===== config.mk =====
export PLATFORM = sky130hd
export DESIGN_NAME = mem_bridge
export DESIGN_NICKNAME = d
export VERILOG_FILES = /design/src/rtl/mem_bridge.sv
export SDC_FILE = /design/constraint.sdc
export NUM_CORES = 1
export LEC_CHECK = 0
export CORE_AREA = 2 2 152 124
export CTS_CLUSTER_DIAMETER = 150
export DETAILED_ROUTE_END_ITERATION = 10
export DIE_AREA = 0 0 154 126
export PLACE_DENSITY = 0.77
export SYNTH_ARGS = -nofsm -noshare
export SYNTH_HDL_FRONTEND = slang
export SYNTH_SLANG_ARGS = --single-unit

===== constraint.sdc =====
create_clock -name clk -period 2.2 [get_ports clk]
set_input_delay 0.66 -clock clk [delete_from_list [all_inputs] [get_ports clk]]
set_output_delay 0.66 -clock clk [all_outputs]
set_load 0.03 [all_outputs]

===== src/rtl/mem_bridge.sv =====
// CPU-to-memory bridge: instruction address translation plus a data-side access FSM
// with lane steering, load extension, wait states and fault detection.
module mem_bridge #(
  parameter logic [31:0] IMEM_BASE   = 32'h0040_0000,
  parameter int unsigned IMEM_DEPTH  = 1024,
  parameter logic [31:0] DMEM_BASE   = 32'h1001_0000,
  parameter int unsigned DMEM_DEPTH  = 2048,
  parameter int unsigned WAIT_CYCLES = 0
) (
  input  logic                          clk,
  input  logic                          rst_n,
  // Instruction side
  input  logic [31:0]                   cpu_pc,
  output logic [$clog2(IMEM_DEPTH)-1:0] imem_addr,
  output logic                          imem_fault,
  // CPU data side
  input  logic                          cpu_req,
  input  logic                          cpu_we,
  input  logic [1:0]                    cpu_size,
  input  logic                          cpu_signed,
  input  logic [31:0]                   cpu_addr,
  input  logic [31:0]                   cpu_wdata,
  output logic [31:0]                   cpu_rdata,
  output logic                          cpu_stall,
  output logic                          cpu_fault,
  output logic [31:0]                   fault_addr,
  // Data memory side
  output logic                          mem_ena,
  output logic                          mem_we,
  output logic [3:0]                    mem_be,
  output logic [$clog2(DMEM_DEPTH)-1:0] mem_addr,
  output logic [31:0]                   mem_wdata,
  input  logic [31:0]                   mem_rdata
);

  localparam int unsigned IAW = $clog2(IMEM_DEPTH);
  localparam int unsigned DAW = $clog2(DMEM_DEPTH);
  // One-past-the-end byte addresses, 33 bits so a segment ending at 4 GiB cannot wrap.
  localparam logic [32:0] ImemEnd  = {1'b0, IMEM_BASE} + (33'(IMEM_DEPTH) << 2);
  localparam logic [32:0] DmemEnd  = {1'b0, DMEM_BASE} + (33'(DMEM_DEPTH) << 2);
  localparam logic [3:0]  WaitInit = 4'(WAIT_CYCLES);

  typedef enum logic [1:0] {StIdle, StBusy, StDone} state_e;

  state_e        state_q, state_d;
  logic [3:0]    cnt_q, cnt_d;
  logic [31:0]   addr_q, addr_d;
  logic          we_q, we_d;
  logic [1:0]    size_q, size_d;
  logic          signed_q, signed_d;
  logic [31:0]   wdata_q, wdata_d;
  logic [31:0]   rdata_q, rdata_d;
  logic          fault_q, fault_d;
  logic [31:0]   fault_addr_q, fault_addr_d;
  logic          mem_ena_q, mem_ena_d;
  logic          mem_we_q, mem_we_d;
  logic [3:0]    mem_be_q, mem_be_d;
  logic [DAW-1:0] mem_addr_q, mem_addr_d;
  logic [31:0]   mem_wdata_q, mem_wdata_d;

  logic          req_fault;

  // Size 3 is treated as a word everywhere below via the default branches.
  function automatic logic misaligned(input logic [1:0] size, input logic [1:0] lsb);
    case (size)
      2'd0:    return 1'b0;
      2'd1:    return lsb[0];
      default: return |lsb;
    endcase
  endfunction

  function automatic logic [3:0] lane_be(input logic [1:0] size, input logic [1:0] lsb);
    case (size)
      2'd0:    return 4'b0001 << lsb;
      2'd1:    return lsb[1] ? 4'b1100 : 4'b0011;
      default: return 4'b1111;
    endcase
  endfunction

  function automatic logic [31:0] lane_wdata(input logic [1:0] size, input logic [31:0] wd);
    case (size)
      2'd0:    return {4{wd[7:0]}};
      2'd1:    return {2{wd[15:0]}};
      default: return wd;
    endcase
  endfunction

  // Little-endian lane pick followed by sign or zero extension.
  function automatic logic [31:0] load_extend(input logic [1:0]  size,
                                              input logic        sgn,
                                              input logic [1:0]  lsb,
                                              input logic [31:0] raw);
    logic [7:0]  b;
    logic [15:0] h;
    case (lsb)
      2'd0:    b = raw[7:0];
      2'd1:    b = raw[15:8];
      2'd2:    b = raw[23:16];
      default: b = raw[31:24];
    endcase
    h = lsb[1] ? raw[31:16] : raw[15:0];
    case (size)
      2'd0:    return {{24{sgn & b[7]}}, b};
      2'd1:    return {{16{sgn & h[15]}}, h};
      default: return raw;
    endcase
  endfunction

  // Instruction address translation, independent of the data FSM.
  always_comb begin
    imem_addr  = IAW'((cpu_pc - IMEM_BASE) >> 2);
    imem_fault = (cpu_pc[1:0] != 2'b00) || (cpu_pc < IMEM_BASE) || ({1'b0, cpu_pc} >= ImemEnd);
  end

  // Fault classification of the request presented in IDLE.
  always_comb begin
    req_fault = misaligned(cpu_size, cpu_addr[1:0]) || (cpu_addr < DMEM_BASE) ||
                ({1'b0, cpu_addr} >= DmemEnd);
  end

  // Next-state logic for the access FSM and its registered outputs.
  always_comb begin
    state_d      = state_q;
    cnt_d        = cnt_q;
    addr_d       = addr_q;
    we_d         = we_q;
    size_d       = size_q;
    signed_d     = signed_q;
    wdata_d      = wdata_q;
    fault_addr_d = fault_addr_q;
    rdata_d      = 32'h0;
    fault_d      = 1'b0;

    unique case (state_q)
      StIdle: begin
        if (cpu_req) begin
          addr_d   = cpu_addr;
          we_d     = cpu_we;
          size_d   = cpu_size;
          signed_d = cpu_signed;
          wdata_d  = cpu_wdata;
          if (req_fault) begin
            state_d      = StDone;
            fault_d      = 1'b1;
            fault_addr_d = cpu_addr;
          end else begin
            state_d = StBusy;
            cnt_d   = WaitInit;
          end
        end
      end
      StBusy: begin
        if (cnt_q == 4'd0) begin
          state_d = StDone;
          if (!we_q) begin
            rdata_d = load_extend(size_q, signed_q, addr_q[1:0], mem_rdata);
          end
        end else begin
          cnt_d = cnt_q - 4'd1;
        end
      end
      StDone: begin
        // Request is still the same instruction here, so it is not re-accepted.
        state_d = StIdle;
      end
      default: state_d = StIdle;
    endcase

    // Memory strobes are registered from the upcoming state so they align with BUSY.
    mem_ena_d   = (state_d == StBusy);
    mem_we_d    = mem_ena_d && we_d && (cnt_d == 4'd0);
    mem_be_d    = mem_ena_d ? lane_be(size_d, addr_d[1:0]) : 4'b0000;
    mem_wdata_d = mem_ena_d ? lane_wdata(size_d, wdata_d) : 32'h0;
    mem_addr_d  = mem_ena_d ? DAW'((addr_d - DMEM_BASE) >> 2) : '0;
  end

  // State and output registers; reset aborts any access in flight.
  always_ff @(posedge clk or negedge rst_n) begin
    if (!rst_n) begin
      state_q      <= StIdle;
      cnt_q        <= 4'd0;
      addr_q       <= 32'h0;
      we_q         <= 1'b0;
      size_q       <= 2'd0;
      signed_q     <= 1'b0;
      wdata_q      <= 32'h0;
      rdata_q      <= 32'h0;
      fault_q      <= 1'b0;
      fault_addr_q <= 32'h0;
      mem_ena_q    <= 1'b0;
      mem_we_q     <= 1'b0;
      mem_be_q     <= 4'b0000;
      mem_addr_q   <= '0;
      mem_wdata_q  <= 32'h0;
    end else begin
      state_q      <= state_d;
      cnt_q        <= cnt_d;
      addr_q       <= addr_d;
      we_q         <= we_d;
      size_q       <= size_d;
      signed_q     <= signed_d;
      wdata_q      <= wdata_d;
      rdata_q      <= rdata_d;
      fault_q      <= fault_d;
      fault_addr_q <= fault_addr_d;
      mem_ena_q    <= mem_ena_d;
      mem_we_q     <= mem_we_d;
      mem_be_q     <= mem_be_d;
      mem_addr_q   <= mem_addr_d;
      mem_wdata_q  <= mem_wdata_d;
    end
  end

  // Stall must react to the request in the same cycle; gated by reset so it drops at once.
  always_comb begin
    cpu_stall = rst_n && (((state_q == StIdle) && cpu_req) || (state_q == StBusy));
  end

  assign cpu_rdata  = rdata_q;
  assign cpu_fault  = fault_q;
  assign fault_addr = fault_addr_q;
  assign mem_ena    = mem_ena_q;
  assign mem_we     = mem_we_q;
  assign mem_be     = mem_be_q;
  assign mem_addr   = mem_addr_q;
  assign mem_wdata  = mem_wdata_q;

endmodule


==> impl_metrics.toml <==
[synth]
synth_cell_types = 45
syn_area_sq_um = 7251
synth-main-ff-cell = "dfrtp_1"
synth_area_leaders = "dfrtp_1 (58%), mux2_2 (9.2%), mux2i_1 (4.8%)"
avgSynthCellArea_sq_um = 11.45
yosys_warnings = 0
async_flop_share_pct = 100.0
syn-num-nets = 769
synth_top_cells_by_count = "dfrtp_1 (169), nand2_1 (66), mux2_2 (59)"
synth_top_area_share_pct = 58.33
yosys.area.top_type = "dfrtp_1"
yosysMostFrequentCell = "dfrtp_1"
seq_area_frac_synth_pct = 58.33
ys_seq_elements = 169
synth_edf_count = 0
synthCells = 633

[sta]
slew_headroom_pct = 33.34
rsz0062_at_grt = "yes"
holdWs_ns = 0.3288
setup_ws_ns = -0.3516
final-max-slew-violation-count = 0
worst_pin_slew_ns = 0.9999
clock-skew-final_ns = 0.01163
min_period_ns = 2.552
fmax_mhz = 391.9
layout_worst_path_cycle_share_pct = 116.0
finalHoldViolCount = 0
setup_viol = 1

[critical_path]
slowest_stage = "or4_4"
crit_path_cell_trace = "clkbuf_2, nor4_2, nand4_1, or4_4, buf_6"
cp-start-kind = "input port"
r2r_end = "mem_wdata[20]$_DFF_PN0_"
critPathKind = "input port to output pin"
worst-path-max-fanout = 1
regToRegSetupSlack_ns = 0.15
r2r-start = "state_q[0]$_DFF_PN0_"
cp.arrival_ns = 1.89
end_kind = "output pin"
crit_required_ns = 1.54
critPathMaxStageDelay_ns = 0.55
ff2ff_path_depth = 7

[global_route]
grt_pass1_vias = 6272
grt_usage_pct = 22.64
gr-total-overflow = 0
grt_antenna_before_repair = 1
grt_pass1_wl_microns = 33800
grt_max_degree = 170

[status]
violations = "negative setup slack"
status = "finished, violations left"

[drt]
wl_microns = 21980
dr.pass1.iters = 7
ant_nets = 0
drc = 0
wl_per_cell_microns = 19.05
drt_first_iter_violations = 396
via_per_inst = 5.165
num_vias = 5960

[floorplan]
dieArea_sq_um = 19400
start_util_pct = 40.52
core_area_sq_um = 17890
fp.dieH_microns = 126
die_w_microns = 154
placementRows = 44
io_pins = 261

[placement]
place_area_sq_um = 10150
gp_congestion = 0.8777
place_hpwl_microns = 14260
port_buffers = 240

[finish]
nFillCells = 1396
fin_area_sq_um = 11080
diodes = 0
fin_nets = 1048
areaGrowthSynthToFinish_pct = 52.82
drive_gt1_share_pct = 23.48

[clock_tree]
cts.sinks = 169
worstSkewPairLatency_ns = 0.43
clockRootBuffer = "clkbuf_16"
cts_max_level = 4
cts_buffers = 17
clock_path_buffers = 2
cts_tree = "yes"
clk_transition_reported_paths_ns = 0.07

[min_path]
worstHoldPathType = "input port to async pin"

[pwr]
power_density_nw_per_um2 = 723.4
ir_worst_vdd_uv = 497.0
p_leak_nw = 5.159

[flow_run]
drv_cap = 0
-- area by class of cell --
cell class | instances | area (sq um) | share of cell area, %
Clock inverter | 9 | 90.09 | 0.8130
Sequential cell | 169 | 4230 | 38.18
Inverter | 37 | 138.9 | 1.253
Timing Repair Buffer | 310 | 3038 | 27.42
Multi-Input combinational cell | 377 | 2821 | 25.46
Tap cell | 230 | 287.8 | 2.597
Clock buffer | 22 | 474.2 | 4.280
-- registers in the layout, indices dropped and copies added, names as in the netlist, 2 cells and up --
signal	flops
cpu_rdata	32
fault_addr	32
mem_wdata	32
wdata_q	32
addr_q	13
mem_addr	11
cnt_q	4
mem_be	4
size_q	2
state_q	2
-- where the power goes --
group / internal (mW) / total (mW) / switching (mW)
registers: 3.33 / 3.44 / 0.118
logic: 0.814 / 1.68 / 0.865
clock network: 1.65 / 2.89 / 1.24
total: 5.79 / 8.02 / 2.23
-- metrics by stage --
stage	setup TNS (ns)	total power [mW]	utilization [%]	instances	setup WS, ns
after floorplan	-0.1763	4.379	-	633	-0.1763
after global routing	-0.4164	8.382	61.93	1154	-0.3718
final	-0.3516	8.016	61.93	1154	-0.3516
after global placement	-46.53	5.082	56.74	1108	-1.149
after CTS	-0.4282	8.038	60.71	1147	-0.4282
after detailed placement	-50.19	5.112	56.74	1108	-1.195
-- worst max-delay path, delay by kind of cell --
family | cells | cell delay, ns
buffers and inverters | 2 | 0.25
AND/OR/NAND/NOR | 3 | 0.98
-- how the worst max path moves through the flow --
stage          startpoint         end  slack (ns)  cells past startpoint
2_1_floorplan  cpu_pc[28]  imem_fault       -0.18                      2
3_3_place_gp   cpu_pc[28]  imem_fault       -1.15                      4
3_5_place_dp   cpu_pc[28]  imem_fault       -1.20                      4
4_1_cts        cpu_pc[24]  imem_fault       -0.43                      4
5_1_grt         cpu_pc[0]  imem_fault       -0.37                      5
6_report       cpu_pc[21]  imem_fault       -0.35                      5
-- kinds of logic (layout without fill, tap and decap cells) --
kind of cell | count (synthesis) | after routing | share of synthesized area [%]
simple gates | 170 | 170 | 10.53
flops | 169 | 169 | 58.33
fa+ha+maj | 1 | 1 | 0.1725
compound gates | 103 | 103 | 9.595
buf+inv | 87 | 378 | 5.867
xor+xnor | 2 | 2 | 0.2416
mux | 101 | 101 | 15.27
-- per-layer routing --
metal | up-vias | global-route usage (%) | share of wire (%)
met4 | 2 | 6.047 | 1.4
met2 | 232 | 37.27 | 48
met5 | - | 0 | 0.073
met3 | 26 | 8.087 | 8.2
li1 | 2725 | - | -
met1 | 2975 | 28.54 | 42
-- timing repair --
action | in CTS | in global routing
endpoints found under the setup margin | 80 | 30
resized for setup | 62 | 80
pin swaps | 15 | 15
setup buffers | 5 | 5
hold buffers | 0 | 0
gates cloned | 3 | 3
-- cell usage in the layout, fill, tap and decap left out, drive strengths merged, types with 11 or more instances in the layout --
master,n
a221oi,16
a21oi,40
mux2,64
dlygate4sd2,11
clkbuf,33
mux2i,36
buf,77
nor2,53
nand2,66
o21ai,15
clkdlybuf4s50,199
dfrtp,169
nor3,14
inv,39
Note: power is estimated with default switching activity, not from simulation.
==> variant 1: new RTL, config.mk and constraints unchanged <==
Encoding of `state_e`: now one-hot (3 bits for 3 states).
--- a/src/rtl/mem_bridge.sv
+++ b/src/rtl/mem_bridge.sv
@@ -42,3 +42,3 @@
 
-  typedef enum logic [1:0] {StIdle, StBusy, StDone} state_e;
+  typedef enum logic [2:0] {StIdle = 3'b001, StBusy = 3'b010, StDone = 3'b100} state_e;
 
Check against the original RTL: same outputs for any inputs over 4 cycles, from zero or initial values and one cycle with rst_n low; so few cycles prove little.
==> variant 1 against the unedited design <==
  * The run still ends with setup timing left
  * Synthesized area is 1.7% lower
  * Power is 13% higher
  * Sequential cell count is 1 higher
  * Worst setup slack better by 0.23 ns
  * Routed wire length is 1.7% lower
  * Clock skew is 0.00068 ns lower
  * Combinational power is 51% higher
  * Design area is 1.2% higher
  * Global-route usage is 0.42 points lower
  * Highest routed layer is now met4
==> variant 1: results (changes against the unedited design) <==
status:
  status: "complete, but fails checks"
  violations: "setup timing"
setup_path:
  regToRegSetupSlack_ns: 0.12  # -0.03 ns
  max_stage_delay_ns: 0.25  # -0.30 ns
  r2r_end: "mem_we$_DFF_PN0_"
  critPathLaunch: "cpu_pc[15]"
  rr_startpoint: "cnt_q[0]$_DFF_PN0_"
  critical_path_arrival_ns: 1.66  # -0.23 ns
sta:
  timing.hold.ws_ns: 0.414  # +0.0856 ns
  finalWorstSetupSlack_ns: -0.122  # +0.230 ns
  setup_viol_count_final: 1  # unchanged
  fin_tns_setup_ns: -0.122  # +0.230 ns
  fin_skew_ns: 0.0110  # -0.000678 ns
pwr:
  ir_worst_vdd_mv: 0.458  # -7.9%
  p_seq_mw: 3.63  # +6%
  power.leakage_nw: 5.21  # +0.96%
  comb_power_mw: 2.54  # +51%
  power_frac_seq_pct: 40.0  # -3.0 points
yosys:
  synth_top_family_by_area: "simple AND/OR/NAND/NOR gates"
  synth_mux_area_share_pct: 7.42  # -7.8 points
  yosysSeqAreaShare_pct: 59.7  # +1.4 points
  avgSynthCellArea_um2: 10.3  # -9.9%
  synth_xor_area_share_pct: 0  # -0.24 points
  synth-compound-area-share_pct: 9.39  # -0.20 points
  synth_common_cells: "dfrtp_1, nand2_1, nor2_1"
  synthesis.nets: 827  # +7.5%
  synth_area_leaders: "dfrtp_1, nand2_1, mux2_1, a21oi_1, nor2_1"
  synth_fa_ha_area_share_pct: 0.176  # +0.0030 points
place:
  place.gp.congestion: 0.822  # -6.4%
  pre_cts_ws_ns: -0.896  # +0.299 ns
  dpl-instance-area_um2: 10200  # +0.62%
routing:
  vias_per_cell: 4.96  # -4.1%
  wl_per_cell_um: 17.6  # -7.7%
  drtPass1Iterations: 4  # -3
global_routing:
  grt_pass1_wl_mm: 33.5  # -0.98%
  grt_max_degree: 171  # +0.59%
  grt_pass1_vias: 6290  # +0.29%
  track_usage_pct: 22.2  # -0.42 points
layout:
  drive_above_1_share_pct: 18.6  # -4.8 points
  nNetsFinal: 1122  # +7.1%
clocking:
  post_cts_buffers: 9  # +4
variant 1: layout make-up:
class | count | area (um2)
fillers | 1420 | 6680
flip-flops and latches | 170 | 4260
repair buffers | 327 | 3210
multi-input cells | 434 | 2760
clock buffers | 19 | 453
well taps | 230 | 288
inverters | 36 | 135
clock inverters | 12 | 113
diodes | 1 | 2.50
variant 1: metal layers:
| layer | share of wire, % | wire length [um] | vias up | GRT usage [%] |
|---|---|---|---|---|
| met1 | 45 | 9670 | 2959 | 30.0 |
| met4 | 1.8 | 386 | 0 | 6.93 |
| li1 | - | - | 2903 | - |
| met2 | 47 | 10100 | 202 | 35.2 |
| met3 | 6.9 | 1490 | 26 | 6.09 |
| met5 | 0 | 0 | - | 0 |
variant 1: how the worst max path moves through the flow:
stage | end | slack (ns) | cells after the start
after floorplan | cpu_stall | 0.02 | 6
after global placement | imem_fault | -0.87 | 6
after detailed placement | imem_fault | -0.90 | 6
after CTS | imem_fault | -0.13 | 6
after global routing | imem_fault | -0.17 | 6
final | imem_fault | -0.12 | 6
==> variant 2: new RTL, config.mk and constraints unchanged <==
Without the edit above. Set the parameter `DMEM_DEPTH` to 4096 (it was 2048).
--- a/src/rtl/mem_bridge.sv
+++ b/src/rtl/mem_bridge.sv
@@ -6,3 +6,3 @@
   parameter logic [31:0] DMEM_BASE   = 32'h1001_0000,
-  parameter int unsigned DMEM_DEPTH  = 2048,
+  parameter int unsigned DMEM_DEPTH  = 4096,
   parameter int unsigned WAIT_CYCLES = 0
Ports: changed (resized mem_addr); port bits go from 261 to 262. The function was not compared with the original's and may differ.
==> variant 2 against the unedited design <==
  * Power is 1.2% higher
  * Design area decreased by 2.0%
  * Critical path type unchanged
  * Worst setup slack got worse by 0.040 ns
  * Cell count shrank 3.4%
  * Critical path depth shrank 1
  * Count of clock-buffer cells in the layout shrank 4
  * Routed wire length decreased by 8.8%
  * Largest cell class unchanged
  * Synthesized area decreased by 2.2%
  * Synthesized cell count shrank 6.6%
  * The flow still finishes with violations (setup timing)
  * Sequential cell count grew 2
==> variant 2: results (changes against the unedited design) <==
place:
  place.gp.congestion: 0.839  # -4.4%
  pre_cts_ws_ns: -1.12  # +0.0755 ns
  hpwl_mm: 14.4  # +0.66%
  numPortBuffers: 241  # +0.42%
yosys:
  yosysSeqAreaShare_pct: 60.4  # +2.0 points
  synth_top_area_share_pct: 60.4  # +2.0 points
  synth_common_cells: "dfrtp_1, mux2_2, nand2_1"
  synthArstFlopShare_pct: 100  # unchanged
  synthDistinctLibCells: 46  # +2.2%
  synthesis.nets: 727  # -5.5%
  yosysWarnings: 0  # unchanged
pwr:
  ir_worst_vdd_mv: 0.487  # -2.0%
  cellInternalPower_mw: 5.86  # +1.3%
  power.leakage_nw: 5.04  # -2.3%
routing:
  drtIter0Drc: 274  # -31%
  drtPass1Iterations: 5  # -2
  vias_per_cell: 5.03  # -2.6%
  drt-total-wl_mm: 20.1  # -8.8%
layout:
  fillers: 1421  # +1.8%
  nNetsFinal: 1007  # -3.9%
setup_path:
  critical_path_arrival_ns: 1.93  # +0.04 ns
global_routing:
  grt_pass1_wl_mm: 31.7  # -6.2%
  grt_pass1_vias: 5892  # -6.1%
  track_usage_pct: 21.0  # -1.6 points
  grt_max_degree: 172  # +1.2%
sta:
  fin_tns_setup_ns: -0.392  # -0.0404 ns
  fin_skew_ns: 0.00745  # -0.00418 ns
  worstMarginPinSlew_ns: 0.877  # -0.123 ns
  finalWorstSetupSlack_ns: -0.392  # -0.0404 ns
  setup_viol_count_final: 1  # unchanged
status:
  violations: "setup timing"
  status: "complete, but fails checks"
variant 2: cell types whose count changed after synthesis, moves of 12 or more:
| cell | change |
|---|---|
| nor2_1 | -19 |
| nand2_1 | -22 |
| nor3_1 | -12 |
| and3_1 | +25 |
| mux2i_1 | -22 |
| mux2_2 | +17 |
variant 2: metal layers:
| layer | vias to the layer above | GRT usage, % | wire length, um |
|---|---|---|---|
| met2 | 231 | 34.6 | 9680 |
| met1 | 2759 | 26.2 | 8300 |
| met4 | 0 | 6.27 | 268 |
| li1 | 2591 | - | - |
| met3 | 26 | 7.50 | 1800 |
| met5 | - | 0 | 0 |
variant 2: critical path: stages:
cell and delay [ns]:
buf_6 0.09, or4_4 0.51, or4_4 0.52, buf_6 0.15
variant 2: layout make-up:
cell class | instances | share of cell area, %
flip-flops and latches | 171 | 39.4
repair buffers | 304 | 27.6
multi-input cells | 334 | 23.4
clock buffers | 18 | 3.95
well taps | 230 | 2.65
inverters | 43 | 1.51
clock inverters | 14 | 1.44
diodes | 1 | 0.0230
variant 2: repair_timing:
action,in CTS,in global routing
gates resized for setup,46,30
endpoints found under the setup margin,49,58
cloned,0,0
buffers inserted,4,2
pin swaps,14,13
variant 2: logic make-up (layout without fill, tap and decap cells):
| family | Yosys count | after routing | synth area share, % |
|---|---|---|---|
| multiplexers | 92 | 92 | 14.5 |
| flip-flops | 171 | 171 | 60.4 |
| buffers and inverters | 86 | 379 | 5.56 |
| adder cells (fa/ha/maj) | 1 | 1 | 0.176 |
| other | 0 | 1 | 0 |
| AO/OA/AOI/OAI | 99 | 99 | 8.93 |
| AND/OR/NAND/NOR | 142 | 142 | 10.4 |
variant 2: metrics by stage:
stage               power (mW)  std cells  area [um2]
floorplan                 4.35        591        7090
global route              8.49       1115       10900
global placement          5.09       1076       10100
finish                    8.11       1115       10900
CTS                       8.17       1112       10700
detailed placement        5.13       1076       10100
variant 2: worst paths after layout:
kind,slack [ns],cells past startpoint,from,endpoint
setup / recovery,-0.39,4,cpu_pc[25],imem_fault
hold reg to reg,0.50,1,addr_q[12]$_DFF_PN0_,addr_q[12]$_DFF_PN0_
hold / removal,0.41,2,rst_n,mem_addr[5]$_DFF_PN0_
setup reg to reg,0.17,7,state_q[1]$_DFF_PN0_,mem_we$_DFF_PN0_
min in group clk,0.50,1,addr_q[12]$_DFF_PN0_,addr_q[12]$_DFF_PN0_
max in group asynchronous,1.17,2,rst_n,signed_q$_DFFE_PN0P_
variant 2: power groups by stage:
stage                     Sequential, mW  Clock, mW  Combinational, mW
after global placement              3.52          0               1.57
after global routing                3.50       3.24               1.75
after floorplan                     3.68          0              0.678
final                               3.47       3.02               1.61
after CTS                           3.48       3.09               1.61
after detailed placement            3.54          0               1.60
